--- src/rtl/div_share_arbiter.sv ---
// Round-robin sequencer that time-shares one combinational divider among N_REQ requesters.
// Operands are registered onto the divider, sampled after LATENCY settle cycles, and returned tagged with the requester ID.
module div_share_arbiter #(
  parameter int WIDTH   = 8,
  parameter int N_REQ   = 3,
  parameter int LATENCY = 2,
  parameter int ID_W    = 2
) (
  input  logic                    clk,
  input  logic                    rst_n,
  input  logic [N_REQ-1:0]        req_valid,
  output logic [N_REQ-1:0]        req_ready,
  input  logic [N_REQ*WIDTH-1:0]  req_dividend,
  input  logic [N_REQ*WIDTH-1:0]  req_divisor,
  output logic [WIDTH-1:0]        div_dividend,
  output logic [WIDTH-1:0]        div_divisor,
  input  logic [WIDTH-1:0]        div_quotient,
  input  logic [WIDTH-1:0]        div_remainder,
  output logic                    rsp_valid,
  input  logic                    rsp_ready,
  output logic [ID_W-1:0]         rsp_id,
  output logic [WIDTH-1:0]        rsp_quotient,
  output logic [WIDTH-1:0]        rsp_remainder,
  output logic                    rsp_dbz,
  output logic                    busy
);

  localparam int PTR_W = (N_REQ > 1) ? $clog2(N_REQ) : 1;
  localparam int CNT_W = $clog2(LATENCY + 1);

  typedef enum logic [1:0] {IDLE, WAIT, RESP} state_t;

  state_t             state_q, state_d;
  logic [PTR_W-1:0]   rr_ptr_q;
  logic [CNT_W-1:0]   cnt_q;
  logic [WIDTH-1:0]   div_dividend_q, div_divisor_q;
  logic [ID_W-1:0]    rsp_id_q;
  logic [WIDTH-1:0]   rsp_quo_q, rsp_rem_q;
  logic               rsp_dbz_q;

  logic               grant_vld;
  logic [PTR_W-1:0]   grant_idx;
  logic [WIDTH-1:0]   sel_dividend, sel_divisor;
  logic               accept;

  function automatic logic [PTR_W-1:0] ptr_add(input logic [PTR_W-1:0] p, input int off);
    int s;
    s = int'(p) + off;
    if (s >= N_REQ) s = s - N_REQ;
    return s[PTR_W-1:0];
  endfunction

  // Scan from the farthest offset back to rr_ptr so the nearest valid requester wins.
  always_comb begin
    grant_vld = 1'b0;
    grant_idx = '0;
    for (int off = N_REQ - 1; off >= 0; off--) begin
      if (req_valid[ptr_add(rr_ptr_q, off)]) begin
        grant_vld = 1'b1;
        grant_idx = ptr_add(rr_ptr_q, off);
      end
    end
  end

  always_comb begin
    sel_dividend = '0;
    sel_divisor  = '0;
    for (int i = 0; i < N_REQ; i++) begin
      if (grant_idx == PTR_W'(i)) begin
        sel_dividend = req_dividend[i*WIDTH +: WIDTH];
        sel_divisor  = req_divisor[i*WIDTH +: WIDTH];
      end
    end
  end

  assign accept = (state_q == IDLE) && grant_vld;

  always_ff @(posedge clk or negedge rst_n) begin
    if (!rst_n) state_q <= IDLE;
    else        state_q <= state_d;
  end

  always_comb begin
    state_d = state_q;
    case (state_q)
      IDLE: if (accept) state_d = (sel_divisor == '0) ? RESP : WAIT;
      WAIT: if (cnt_q == '0) state_d = RESP;
      RESP: if (rsp_ready) state_d = IDLE;
      default: state_d = IDLE;
    endcase
  end

  always_comb begin
    req_ready = '0;
    if (rst_n && (state_q == IDLE) && grant_vld) req_ready[grant_idx] = 1'b1;
    rsp_valid = (state_q == RESP);
    busy      = (state_q != IDLE);
  end

  // Divide-by-zero bypasses the divider entirely and answers on the accept edge.
  always_ff @(posedge clk or negedge rst_n) begin
    if (!rst_n) begin
      rr_ptr_q       <= '0;
      cnt_q          <= '0;
      div_dividend_q <= '0;
      div_divisor_q  <= '0;
      rsp_id_q       <= '0;
      rsp_quo_q      <= '0;
      rsp_rem_q      <= '0;
      rsp_dbz_q      <= 1'b0;
    end else begin
      case (state_q)
        IDLE: if (accept) begin
          div_dividend_q <= sel_dividend;
          div_divisor_q  <= sel_divisor;
          rsp_id_q       <= ID_W'(grant_idx);
          rr_ptr_q       <= ptr_add(grant_idx, 1);
          cnt_q          <= CNT_W'(LATENCY - 1);
          if (sel_divisor == '0) begin
            rsp_quo_q <= '1;
            rsp_rem_q <= sel_dividend;
            rsp_dbz_q <= 1'b1;
          end
        end
        WAIT: begin
          if (cnt_q == '0) begin
            rsp_quo_q <= div_quotient;
            rsp_rem_q <= div_remainder;
            rsp_dbz_q <= 1'b0;
          end else begin
            cnt_q <= cnt_q - 1'b1;
          end
        end
        default: ;
      endcase
    end
  end

  assign div_dividend  = div_dividend_q;
  assign div_divisor   = div_divisor_q;
  assign rsp_id        = rsp_id_q;
  assign rsp_quotient  = rsp_quo_q;
  assign rsp_remainder = rsp_rem_q;
  assign rsp_dbz       = rsp_dbz_q;

endmodule

--- config.mk ---
export PLATFORM = sky130hd
export DESIGN_NAME = div_share_arbiter
export DESIGN_NICKNAME = d
export VERILOG_FILES = /design/src/rtl/div_share_arbiter.sv
export SDC_FILE = /design/constraint.sdc
export NUM_CORES = 1
export LEC_CHECK = 0
export ABC_AREA = 1
export BUFFER_PORTS_ARGS = -buffer_cell sky130_fd_sc_hd__buf_2
export CORE_MARGIN = 4
export CORE_UTILIZATION = 34
export CTS_BUF_LIST = sky130_fd_sc_hd__clkbuf_16
export DETAILED_ROUTE_END_ITERATION = 8
export HOLD_SLACK_MARGIN = 0.12
export PLACE_DENSITY = 0.58
export SYNTH_ARGS = -nofsm -noshare
export SYNTH_HDL_FRONTEND = slang
export SYNTH_SLANG_ARGS = --single-unit
--- constraint.sdc ---
create_clock -name clk -period 3.5 [get_ports clk]
set_input_delay 0.35 -clock clk [delete_from_list [all_inputs] [get_ports clk]]
set_output_delay 0.35 -clock clk [all_outputs]
set_load 0.05 [all_outputs]
==> impl_metrics.yaml, run 1 <==
critical_path:
  crit_path_frequent_cell: "nand2_1"
  crit_chain: "inv_1, ha_1, inv_1, nand3_1, nand2_1, nor2_2, nand3_1, o21ai_0, nand2_1, nand2_1, inv_1, ha_2, buf_4, a21oi_1, nand2_1, nand2_1, nand2_1, nor2_2, nand2_2, nand2_8, nand2_8, nand2_1, nand2_1"
  cp.arrival_ps: 3280
  cp_slowest_stage_delay_ps: 370
  cp_max_fo: 19
  crit_type: "reg2reg"
  timing.critical_path.slowest_stage_cell: "dfrtp_1"
  critPathLaunchType: "register"
  end_kind: "register"
  required_ps: 3670
  crit_buf_inv: 4
  cp_top_family: "simple AND/OR/NAND/NOR gates"
status:
  status: "complete, no violations"
drt:
  route.vias.total: 2506
  drt-initial-drc-count: 83
  firstDrtPassIters: 4
  wl_per_cell_um: 12.7
  postRouteAntennaNets: 0
  via_per_inst: 4.60
  wirelength_um: 6920
  route.detailed.drc: 0
grt:
  grt_pass1_vias: 2486
  grt_use_total_pct: 16.1
  grt_antenna_before_repair: 0
  grt_max_degree: 42
  overflow: 0
  grt_pass1_wl_um: 11400
placement:
  hpwlAfterDp_um: 5310
  portBuffers: 109
  gp_congestion: 0.851
  dpl_cell_area_um2: 3100
logic_synthesis:
  synth_nets: 417
  syn_area_per_cell_um2: 7.42
  synth_seq_cells: 41
  synth_area_um2: 2520
  synth_seq_area_share_pct: 40.7
  syn-instance-count: 340
  synth_cell_types: 25
  ys_warn_count: 0
final_layout:
  diodes: 0
  fillers: 784
  drive_above_1_share_pct: 34.8
  multi_input_area_um2: 1310
  fin_util_pct: 45.5
  seqCellArea_um2: 1030
  final_cell_area_um2: 3290
  fin_nets: 522
  syn2layout_area_growth_pct: 30.2
run:
  maxCapViolations: 0
clock_tree:
  cts_tree: "built"
  cts.sinks: 41
  cts-root-buf: "clkbuf_16"
  clk_pin_slew_ps: 60
  cts_inserted_buffers: 5
  holdBufCountCts: 0
  cts_buffer_depth: 2
  post_cts_buffers: 0
  clk_latency_ps: 280
  cts-htree-levels: 2
sta:
  worst_pin_slew_ps: 591
  hold_viol_final: 0
  skew_ps: 9.23
  period_share_pct: 88.9
  min_period_ps: 3110
  slew_viol_final: 0
  setup-tns-final_ps: 0
  fmaxAchievable_ghz: 0.321
  rsz0062_at_grt: "no"
  whs_ps: 178
  timing.slew.headroom_pct: 60.4
  setup_viol: 0
worst_hold_path:
  hp-class: "in2async"
floorplan:
  die_area_um2: 8870
  initial_core_util_pct: 35.0
  fp.dieW_um: 94.2
  rows: 31
  fp.dieH_um: 94.2
  fp.coreArea_um2: 7210
  pin_count: 110
## area by class of cell
cell class	instances	area share, %
inverters	23	2.70
clock inverters	3	1.26
flip-flops and latches	41	31.2
multi-input cells	261	39.7
clock buffers	5	3.81
well taps	99	3.77
repair buffers	113	17.5
## logic make-up (layout without fill, tap and decap cells)
group | Yosys count | in the layout | share of synthesized area, %
and+or+nand+nor | 212 | 212 | 37.9
AOI/OAI and AO/OA | 42 | 42 | 9.52
DFF | 41 | 41 | 40.7
buffers and inverters | 38 | 144 | 8.48
adders and majority gates | 7 | 7 | 3.47
## what timing repair did
item | 4_1_cts | 5_1_grt
setup endpoints to repair | 0 | 19
gates resized for setup | 0 | 5
endpoints found under the hold margin | 0 | 0
## metal layers
| metal | vias to the layer above | part of all wire (%) | global-route usage [%] |
|---|---|---|---|
| met5 | - | 0 | 0 |
| met3 | 2 | 5.0 | 2.72 |
| met1 | 1150 | 43 | 20.1 |
| li1 | 1286 | - | - |
| met2 | 68 | 51 | 28.3 |
| met4 | 0 | 0.22 | 4.69 |
## synthesized netlist by cell type, drive strengths merged
cell type	instances	share of area [%]
clkbuf	4	0.59
dfrtp	41	41
or2	17	4.2
buf	11	4.4
nand2	151	24
o21ai	25	5.0
nand4	1	0.25
a22oi	9	2.7
nor2	14	3.2
ha	7	3.5
a21oi	8	1.9
nand3	29	5.8
inv	23	3.5
## stage by stage
step,setup WS [ps],std cells
after floorplan,589,340
after global placement,230,537
after detailed placement,97.8,537
after CTS,89.1,545
after global routing,40.0,545
final,389,545
## worst paths after layout
kind | startpoint | endpoint | slack (ps) | depth (start not counted)
min reg2reg | rsp_dbz | rsp_dbz | 470 | 2
max reg2reg | rr_ptr_q[0] | rsp_quotient[5] | 390 | 23
min | rst_n | rsp_remainder[7] | 180 | 2
min in group clk | rsp_ready | state_q[1] | 360 | 4
max | rr_ptr_q[0] | rsp_quotient[5] | 390 | 23
max in group asynchronous | rst_n | rsp_id[1] | 2960 | 2
## state kept, by name, indices dropped and copies added (netlist names)
signal         flops
cnt_q              2
div_dividend       8
div_divisor        8
rr_ptr_q           2
rsp_dbz            1
rsp_id             2
rsp_quotient       8
rsp_remainder      8
state_q            2
## layout by cell type (no fill, tap or decap), types with 2 or more instances in the layout
master / synthesis / final
nand2_2: 11 / 11
dfrtp_1: 41 / 41
o21ai_0: 25 / 25
buf_2: 3 / 109
ha_2: 0 / 2
a22oi_1: 9 / 8
nor2_4: 3 / 3
a21oi_2: 2 / 2
inv_1: 20 / 20
ha_1: 7 / 5
nand3_1: 29 / 29
buf_4: 1 / 4
nor2_2: 2 / 3
inv_2: 2 / 2
nand2_1: 138 / 138
nand2_8: 1 / 2
a21oi_1: 6 / 6
nor2_1: 9 / 8
or2_1: 9 / 9
or2_2: 8 / 8
clkbuf_16: 0 / 5
Power of run 1 is not shown: default switching activity piles up to over one toggle a cycle in this logic, so the estimate is an artifact.
==> run 2: changes to the inputs <==
CAP_MARGIN = 20   (was not set)
CELL_PAD_IN_SITES_DETAIL_PLACEMENT = 0   (was not set)
CELL_PAD_IN_SITES_GLOBAL_PLACEMENT = 1   (was not set)
CORE_UTILIZATION = 33   (was 34)
PLACE_DENSITY = 0.77   (was 0.58)
==> run 2 against run 1 <==
  * Largest cell class unchanged
  * Sequential share of layout area fell by 0.38 points
  * Cell count up 0.55%
  * Global-route usage rose by 0.067 points
  * Routed wire length up 0.52%
  * Critical endpoint is now rsp_remainder[3]
  * Final area grew 1.2%
  * First-iteration DRC count shrank 29%
  * Non-clock buffer count up 3
  * Die area is 2.8% higher
  * Critical path depth grew 2
  * Via count fell by 0.60%
  * Register-to-register slack improved by 60 ps
==> impl_metrics.yaml, run 2 (synthesized netlist as in run 1, its figures left out) <==
clock_tree:
  clk_pin_slew_ps: 60
  clk_latency_ps: 280
  cts-root-buf: "clkbuf_16"
  cts_buffer_depth: 2
  cts-htree-levels: 2
  cts.sinks: 41
  holdBufCountCts: 0
  cts_inserted_buffers: 5
  cts_tree: "built"
grt:
  grt_pass1_wl_um: 11700
  grt_max_degree: 43
  grt_use_total_pct: 16.2
  overflow: 0
  grt_antenna_before_repair: 0
  grt_pass1_vias: 2488
drt:
  route.detailed.drc: 0
  wl_per_cell_um: 12.7
  postRouteAntennaNets: 0
  routed.top_layer: "met4"
  drt-initial-drc-count: 59
  firstDrtPassIters: 4
  via_per_inst: 4.55
  wl_met2_um: 3410
  wirelength_um: 6950
  route.vias.total: 2491
  wl_met3_um: 497
  met1_length_um: 2890
critical_path:
  rr_worst_depth: 25
  crit_buf_inv: 6
  reg2reg_to: "rsp_remainder[3]"
  cp.arrival_ps: 3220
  critPathLaunchType: "register"
  r2r_start: "rr_ptr_q[0]"
  timing.critical_path.slowest_stage_cell: "dfrtp_1"
  cp_max_fo: 13
  required_ps: 3670
  crit_path_frequent_cell: "nand2_1"
  reg2reg_slack_ps: 450
  end_kind: "register"
  cp_slowest_stage_delay_ps: 400
  cp_top_family: "simple AND/OR/NAND/NOR gates"
  crit_type: "reg2reg"
sta:
  hold_viol_final: 0
  fmaxAchievable_ghz: 0.328
  worst_pin_slew_ps: 578
  period_share_pct: 87.1
  setup-tns-final_ps: 0
  timing.slew.headroom_pct: 61.3
  setup_viol: 0
  slew_viol_final: 0
  skew_ps: 2.91
  min_period_ps: 3050
  rsz0062_at_grt: "no"
final_layout:
  seqCellArea_um2: 1030
  diodes: 0
  drive_above_1_share_pct: 35.6
  final_common_cell: "nand2_1"
  fillers: 783
  syn2layout_area_growth_pct: 31.8
  fin_nets: 525
  final_cell_mix: "nand2_1, buf_2, dfrtp_1"
  multi_input_area_um2: 1320
floorplan:
  fp.coreArea_um2: 7330
  die_area_um2: 9110
  rows: 31
  pin_count: 110
  initial_core_util_pct: 34.4
  fp.dieW_um: 95.5
  fp.dieH_um: 95.5
placement:
  gp_congestion: 0.874
  portBuffers: 109
  hpwlAfterDp_um: 5420
worst_hold_path:
  hp-class: "in2async"
run:
  maxCapViolations: 0
status:
  status: "complete, no violations"
## run 2: changes by cell type in the layout (fill, tap and decap cells not counted), sizes merged
cell  previous run  this run
buf            113       116
## run 2: metrics by stage
| step | util, % | setup slack (ps) | hold WS (ps) | area [um^2] | instances |
|---|---|---|---|---|---|
| 3_3_place_gp | 42.3 | 207 | 456 | 3100 | 537 |
| 5_1_grt | 45.4 | 62.8 | 185 | 3330 | 548 |
| 3_5_place_dp | 42.3 | 88.7 | 458 | 3100 | 537 |
| 2_1_floorplan | - | 589 | 54.4 | 2520 | 340 |
| 4_1_cts | 44.6 | 76.6 | 156 | 3270 | 545 |
| 6_report | 45.4 | 453 | 130 | 3330 | 548 |
## run 2: final cells by class
class                      instances  area share [%]
inverter                          23            2.67
clock inverter                     3            1.39
clock buffer                       5            3.76
sequential                        41            30.9
multi-input combinational        261            39.6
timing repair buffer             116            18.0
tap                               99            3.72
## run 2: what timing repair did
action,CTS,global route
setup endpoints to repair,0,19
buffers inserted,0,3
gates resized for setup,0,6
## run 2: routing by layer
layer | track usage (%) | vias up
met4 | 5.45 | 0
met3 | 4.26 | 10
met1 | 20.1 | 1119
met2 | 27.1 | 69
li1 | - | 1293
met5 | 0 | -
## run 2: worst max path at each step
stage	depth (start not counted)	start	end	slack, ps
after floorplan	22	rr_ptr_q[0]	rsp_quotient[6]	590
after global placement	23	rr_ptr_q[0]	rsp_dbz	210
after detailed placement	21	rr_ptr_q[0]	rsp_quotient[4]	90
after CTS	21	rr_ptr_q[0]	rsp_quotient[4]	80
after global routing	25	rr_ptr_q[0]	rsp_remainder[3]	60
final	25	rr_ptr_q[0]	rsp_remainder[3]	450
Power of run 2 is left out for the same reason.
==> run 3: changes to the inputs <==
PLACE_DENSITY = 0.89   (was 0.77)
RECOVER_POWER = 50   (was not set)
==> run 3 against run 2 <==
  * Sequential cell count stayed put
  * Global-route usage is 0.19 points lower
  * Routed wire length is 1.5% higher
  * Die area stayed put
  * Count of clock-buffer cells in the layout stayed put
  * Critical path depth is 3 lower
  * Maximum frequency is 4.2% lower
  * Hold slack better by 3.8 ps
  * Non-clock buffer count is 3 lower
  * Via count is 1.9% higher
  * Clock skew is 1.3 ps higher
  * Core utilization is 1.4 points lower
  * Critical path type unchanged
==> impl_metrics.yaml, run 3 (synthesized netlist as in run 1, its figures left out) <==
final_layout:
  final_cell_area_um2: 3220
  fin_nets: 522
  final_cell_mix: "nand2_1, buf_2, dfrtp_1"
  syn2layout_area_growth_pct: 27.7
  final_common_cell: "nand2_1"
  drive_above_1_share_pct: 30.2
  diodes: 0
  fillers: 786
clock_tree:
  clk_latency_ps: 280
  cts_tree: "built"
  cts-htree-levels: 2
  post_cts_buffers: 0
  cts.sinks: 41
  cts_inserted_buffers: 5
  cts_buffer_depth: 2
  cts-root-buf: "clkbuf_16"
  holdBufCountCts: 0
  clk_pin_slew_ps: 60
sta:
  whs_ps: 134
  hold_viol_final: 0
  rsz0062_at_grt: "no"
  worst_pin_slew_ps: 669
  timing.slew.headroom_pct: 55.6
  slew_viol_final: 0
  period_share_pct: 90.9
  fmaxAchievable_ghz: 0.314
  min_period_ps: 3180
  setup-tns-final_ps: 0
  setup_viol: 0
  skew_ps: 4.24
critical_path:
  cp.arrival_ps: 3350
  critPathLaunchType: "register"
  required_ps: 3660
  cp_slowest_stage_delay_ps: 370
  r2r_start: "rr_ptr_q[0]"
  crit_type: "reg2reg"
  cp_top_family: "simple AND/OR/NAND/NOR gates"
  cp_max_fo: 19
  crit_chain: "inv_1, ha_2, inv_1, nand3_1, nand2_1, nor2_2, nand3_1, a22oi_1, inv_1, ha_1, inv_2, nor2_4, nand2_1, nand2_1, nand2_1, nand2_1, nor2_2, nand2_2, nand2_8, nand2_8, nand2_1, nand2_1"
  crit_path_frequent_cell: "nand2_1"
  timing.critical_path.slowest_stage_cell: "dfrtp_1"
  rr_worst_depth: 22
  crit_buf_inv: 4
  end_kind: "register"
  reg2reg_to: "rsp_quotient[1]"
  reg2reg_slack_ps: 320
floorplan:
  die_area_um2: 9110
  rows: 31
  pin_count: 110
  fp.coreArea_um2: 7330
  initial_core_util_pct: 34.4
  fp.dieH_um: 95.5
  fp.dieW_um: 95.5
grt:
  grt_use_total_pct: 16.0
  grt_pass1_vias: 2543
  grt_antenna_before_repair: 0
  overflow: 0
  grt_max_degree: 43
  grt_pass1_wl_um: 11400
run:
  maxCapViolations: 0
drt:
  route.vias.total: 2538
  firstDrtPassIters: 4
  wirelength_um: 7060
  route.detailed.drc: 0
  wl_per_cell_um: 13.0
  postRouteAntennaNets: 0
  via_per_inst: 4.67
  drt-initial-drc-count: 115
placement:
  dpl_cell_area_um2: 3100
  hpwlAfterDp_um: 5460
  portBuffers: 109
  gp_congestion: 0.823
status:
  status: "complete, no violations"
worst_hold_path:
  hp-class: "in2async"
==> run 3: cell types whose count changed in the layout (fill, tap and decap cells not counted), sizes merged <==
cell	change
buf	-23
clkbuf	+20
bufinv	-1
clkinvlp	-1
==> run 3: routing by layer <==
| metal | GRT usage [%] | part of all wire (%) |
|---|---|---|
| met1 | 18.5 | 42 |
| met2 | 28.9 | 52 |
| met3 | 3.24 | 4.5 |
| met4 | 5.92 | 2.1 |
| met5 | 0 | 0 |
==> run 3: per-stage QoR <==
stage,worst slack (ps),util (%),cells
after floorplan,589,-,340
after global placement,302,42.3,537
after detailed placement,193,42.3,537
after CTS,172,44.0,543
after global routing,13.5,43.9,543
final,319,43.9,543
==> run 3: layout make-up <==
| cell class | count | area, um^2 | area share, % |
|---|---|---|---|
| clock buffers | 5 | 125 | 3.88 |
| clock inverters | 1 | 5.00 | 0.155 |
| inverters | 23 | 88.8 | 2.76 |
| multi-input cells | 261 | 1300 | 40.4 |
| flip-flops and latches | 41 | 1030 | 31.8 |
| well taps | 99 | 124 | 3.84 |
| repair buffers | 113 | 551 | 17.1 |
==> run 3: worst max path at each step <==
stage | startpoint | endpoint | slack, ps | cells past startpoint
floorplan | rr_ptr_q[0] | rsp_quotient[6] | 590 | 22
global placement | rr_ptr_q[0] | rsp_quotient[2] | 300 | 20
detailed placement | rr_ptr_q[0] | rsp_quotient[1] | 190 | 20
CTS | rr_ptr_q[0] | rsp_quotient[1] | 170 | 20
global route | rr_ptr_q[0] | rsp_quotient[0] | 10 | 22
finish | rr_ptr_q[0] | rsp_quotient[1] | 320 | 22
==> run 3: what timing repair did <==
action / in CTS / in global routing
resized for setup: 0 / 5
endpoints found under the setup margin: 0 / 19
endpoints found under the hold margin: 0 / 0
Power of run 3 is left out for the same reason.
